$ cat config.mk
export PLATFORM = sky130hd
export DESIGN_NAME = prime_sequencer
export DESIGN_NICKNAME = d
export VERILOG_FILES = /design/src/rtl/prime_sequencer.sv
export SDC_FILE = /design/constraint.sdc
export NUM_CORES = 1
export LEC_CHECK = 0
export BUFFER_PORTS_ARGS = -buffer_cell sky130_fd_sc_hd__buf_4
export CAP_MARGIN = 20
export CORE_UTILIZATION = 49
export CTS_CLUSTER_DIAMETER = 60
export DETAILED_ROUTE_END_ITERATION = 6
export GPL_TIMING_DRIVEN = 0
export PLACE_DENSITY_LB_ADDON = 0.05
export SKIP_LAST_GASP = 1
export SYNTH_ARGS = -nofsm -noshare
export SYNTH_HDL_FRONTEND = slang
export SYNTH_SLANG_ARGS = --single-unit
export TNS_END_PERCENT = 20
$ cat constraint.sdc
create_clock -name clk -period 4.4 [get_ports clk]
set_input_delay 0.88 -clock clk [delete_from_list [all_inputs] [get_ports clk]]
set_output_delay 0.88 -clock clk [all_outputs]
set_load 0.01 [all_outputs]
$ cat src/rtl/prime_sequencer.sv
// Sequential prime generator: sweeps candidates 2..2^WIDTH-1, tests each by trial division
// (remainder by repeated subtraction) and streams the primes out over a valid/ready handshake.
module prime_sequencer #(
  parameter int unsigned WIDTH = 4
) (
  input  logic             clk,
  input  logic             rst,
  input  logic             start,
  input  logic             ready,
  output logic [WIDTH-1:0] prime_out,
  output logic             valid,
  output logic             busy,
  output logic             done,
  output logic [WIDTH-1:0] prime_count
);

  localparam int unsigned CW = WIDTH + 1;      // candidate width, one spare bit so cand never wraps
  localparam int unsigned PW = 2 * WIDTH + 2;  // width of the d*d product

  localparam logic [CW-1:0] MaxCand = {1'b0, {WIDTH{1'b1}}};
  localparam logic [CW-1:0] Two     = CW'(2);

  typedef enum logic [2:0] {
    StIdle,
    StNext,
    StTest,
    StMod,
    StEmit,
    StDone
  } state_e;

  state_e           state_q, state_d;
  logic [CW-1:0]    cand_q, cand_d;
  logic [CW-1:0]    div_q, div_d;
  logic [CW-1:0]    rem_q, rem_d;
  logic [WIDTH-1:0] prime_out_q, prime_out_d;
  logic             valid_q, valid_d;
  logic             busy_q, busy_d;
  logic             done_q, done_d;
  logic [WIDTH-1:0] count_q, count_d;

  logic [PW-1:0] div_ext;
  logic [PW-1:0] div_sq;
  logic [PW-1:0] cand_ext;

  assign div_ext  = PW'(div_q);
  assign div_sq   = div_ext * div_ext;
  assign cand_ext = PW'(cand_q);

  // State register and datapath flops; reset aborts any sweep in progress.
  always_ff @(posedge clk or posedge rst) begin
    if (rst) begin
      state_q     <= StIdle;
      cand_q      <= '0;
      div_q       <= '0;
      rem_q       <= '0;
      prime_out_q <= '0;
      valid_q     <= 1'b0;
      busy_q      <= 1'b0;
      done_q      <= 1'b0;
      count_q     <= '0;
    end else begin
      state_q     <= state_d;
      cand_q      <= cand_d;
      div_q       <= div_d;
      rem_q       <= rem_d;
      prime_out_q <= prime_out_d;
      valid_q     <= valid_d;
      busy_q      <= busy_d;
      done_q      <= done_d;
      count_q     <= count_d;
    end
  end

  // Next-state logic: trial division sweep plus output handshake.
  always_comb begin
    state_d     = state_q;
    cand_d      = cand_q;
    div_d       = div_q;
    rem_d       = rem_q;
    prime_out_d = prime_out_q;
    valid_d     = valid_q;
    busy_d      = busy_q;
    done_d      = done_q;
    count_d     = count_q;

    unique case (state_q)
      StIdle, StDone: begin
        if (start) begin
          cand_d  = Two;
          count_d = '0;
          done_d  = 1'b0;
          busy_d  = 1'b1;
          state_d = StNext;
        end
      end
      StNext: begin
        div_d = Two;
        if (cand_q > MaxCand) begin
          busy_d  = 1'b0;
          done_d  = 1'b1;
          state_d = StDone;
        end else begin
          state_d = StTest;
        end
      end
      StTest: begin
        if (div_sq > cand_ext) begin
          // No divisor up to sqrt(cand): it is prime, present it next cycle.
          prime_out_d = cand_q[WIDTH-1:0];
          valid_d     = 1'b1;
          state_d     = StEmit;
        end else begin
          rem_d   = cand_q;
          state_d = StMod;
        end
      end
      StMod: begin
        if (rem_q >= div_q) begin
          rem_d = rem_q - div_q;
        end else if (rem_q == '0) begin
          cand_d  = cand_q + CW'(1);
          state_d = StNext;
        end else begin
          div_d   = div_q + CW'(1);
          state_d = StTest;
        end
      end
      StEmit: begin
        if (ready) begin
          valid_d = 1'b0;
          count_d = count_q + WIDTH'(1);
          cand_d  = cand_q + CW'(1);
          state_d = StNext;
        end
      end
      default: state_d = StIdle;
    endcase
  end

  assign prime_out   = prime_out_q;
  assign valid       = valid_q;
  assign busy        = busy_q;
  assign done        = done_q;
  assign prime_count = count_q;

endmodule
==> qor.txt <==
Syn Std Cell Area: 2270 um^2
Maxcap violations: 0
Die area: 4900 um^2
Gpl congestion: 0.869
Global-route wire length before repair: 8540 um
Register area share after synthesis: 0.320
Setup TNS: 0 ps
HPWL after DPL: 3730 um
# diodes: 0
Hold path startpoint: done
Area growth, synth to finish: 15.3%
Via/cell ratio: 5.77
GRT overflow: 0
Crit path launch: div_q[3]
Slew Viols, Final: 0
Yosys top cell by area: dfrtp_1
Worst hold path class: flop to flop
Seq cells post-synth: 29
CTS Sinks: 29
Worst Skew: 6.78 ps
Final net count: 312
Area contributors post-synth: dfrtp_1, ha_1, nand2_1
Total track usage: 0.222
Asr flop ratio synth: 1.00
Synth top area share: 0.320
Unique masters post-synth: 52
Synthesized instance count: 252
Top-count cell post-synth: dfrtp_1
Routed len/inst: 14.9 um
CTS buffer count: 5
Layout cells sized above 1: 0.189
Synth Area per Inst: 9.00 um^2
Ratio of final minimum period to clock period: 0.955
Final WS setup: 197 ps
CP Cell Sequence: nand2_2, fa_1, fa_1, inv_1, ha_1, a31o_2, ha_2, a21oi_1, a221oi_1, o21ai_1, or4_1, and3_1, buf_6, mux2_4
Largest net degree at the start of global routing: 18
DRT antenna net count: 0
Peak Freq: 0.238 GHz
Post-synth EDFFs: 0
Row cnt: 24
CTS max path bufs: 2
Initial Util: 0.514
Leak: 1.24 nW
Via count: 1,922
PortBufs: 14
Most frequent CP cell: fa_1
Initial DRC count: 101
Worst vdd ir: 0.279 mV
Clock latency on the worst-skew pair: 290 ps
Fin crit period: 4200 ps
Setup violators final: 0
DRC viols: 0
CTS root buf: clkbuf_8
IO Pins: 15
H-tree levels: 2
YS warnings: 0
Slew @ Worst Pin: 629 ps
Synth top cells by count: dfrtp_1, nand2_1, ha_1
Routed wire length: 4970 um
Setup Crit Path Kind: flop to flop
Crit-path max cell delay: 510 ps
CP endpoint kind: flop
Worst-path clk slew: 70 ps
Initial antenna violation count: 0
Die height: 70.0 um
Critical path arrival: 4380 ps
First-pass DRT Iterations: 4
Post-Place Worst Slack: -63.2 ps
RR Startpoint: div_q[3]
Crit-path max FO: 6
Vias in the first global route: 1,857
Top FF cell, synth: dfrtp_1
Core area: 4410 um^2
WP data required: 4580 ps
Cts hold-fix bufs: 0
Slew Limit Headroom: 0.579
Status: completed
Total power: 1.63 mW
Die Wd: 70.0 um
Synthesized Nets: 284
TritonCTS clock tree: done
Crit start category: flop
Final Hold Viols: 0
PD cells: 625 nW/um^2
Critical-path cell with the highest stage delay: fa_1
[layer usage]
| layer | up-vias | track usage | routed length [um] |
|---|---|---|---|
| met3 | 7 | 0.0491 | 147 |
| met2 | 24 | 0.361 | 2320 |
| met5 | - | 0 | 0 |
| met4 | 0 | 0.0733 | 69 |
| met1 | 921 | 0.292 | 2430 |
| li1 | 970 | - | - |
[metrics by stage]
step                       util  instances  hold slack [ps]  instance area, um^2
after floorplan               -        252              493                 2270
final                     0.592        333              505                 2620
after CTS                 0.579        327              513                 2550
after global placement    0.552        318              489                 2440
after global routing      0.592        333              539                 2620
after detailed placement  0.558        319              497                 2460
[final timing paths]
check	cells past startpoint	to	slack, ps
setup reg to reg	14	prime_out[1]	200
min in group asynchronous	2	state_q[2]	640
hold / removal	2	done	510
max in group asynchronous	3	div_q[1]	3260
setup / recovery	14	prime_out[1]	200
hold reg to reg	2	done	510
[critical path: cells and delay by family (launching register included)]
family	cells	cell delay, ps
fa+ha+maj	4	1600
simple gates	3	830
flops	1	450
buf+inv	2	170
compound gates	4	750
mux	1	290
[registers in the layout, summed over array words and instances (netlist names)]
| register | count |
|---|---|
| rem_q | 5 |
| state_q | 3 |
| cand_q | 5 |
| busy | 1 |
| div_q | 5 |
| done | 1 |
| valid | 1 |
| prime_out | 4 |
| prime_count | 4 |
[cells by family after synthesis]
kind of cell,after synthesis,share of synthesized area
AO/OA/AOI/OAI,63,0.196
XOR/XNOR,8,0.0309
adder cells (fa/ha/maj),28,0.168
buffers and inverters,27,0.0480
flip-flops,29,0.320
multiplexers,10,0.0557
AND/OR/NAND/NOR,87,0.182
[power by group]
part / leakage [nW] / internal (mW) / switching, mW
registers: 0.362 / 0.358 / 0.0921
clock network: 0.0439 / 0.109 / 0.116
logic: 0.834 / 0.441 / 0.518
[placed cells by master, fill, tap and decap left out, types with 5 or more instances in the layout]
master	count
buf_4	20
nand3_1	9
mux2_2	5
ha_1	23
o21ai_0	13
a21o_1	5
a21oi_1	9
nand2_1	24
o211ai_1	6
dfrtp_1	26
xor2_1	5
nor3_1	11
clkbuf_8	5
inv_1	18
nor2_1	22
clkbuf_1	5
[layout make-up]
class / instances / area, um^2
Multi-Input combinational cell: 196 / 1440
Clock inverter: 3 / 17.5
Buffer: 6 / 30.0
Tap cell: 52 / 65.1
Clock buffer: 5 / 68.8
Sequential cell: 29 / 729
Inverter: 21 / 82.6
Timing Repair Buffer: 21 / 178
Fill cell: 405 / 1800
[what timing repair did]
item / in CTS / in global routing
resized for setup: 1 / 8
pin swaps: 0 / 0
endpoints found under the setup margin: 6 / 11
setup buffers: 0 / 6
Note: power is estimated with default switching activity, not from simulation.
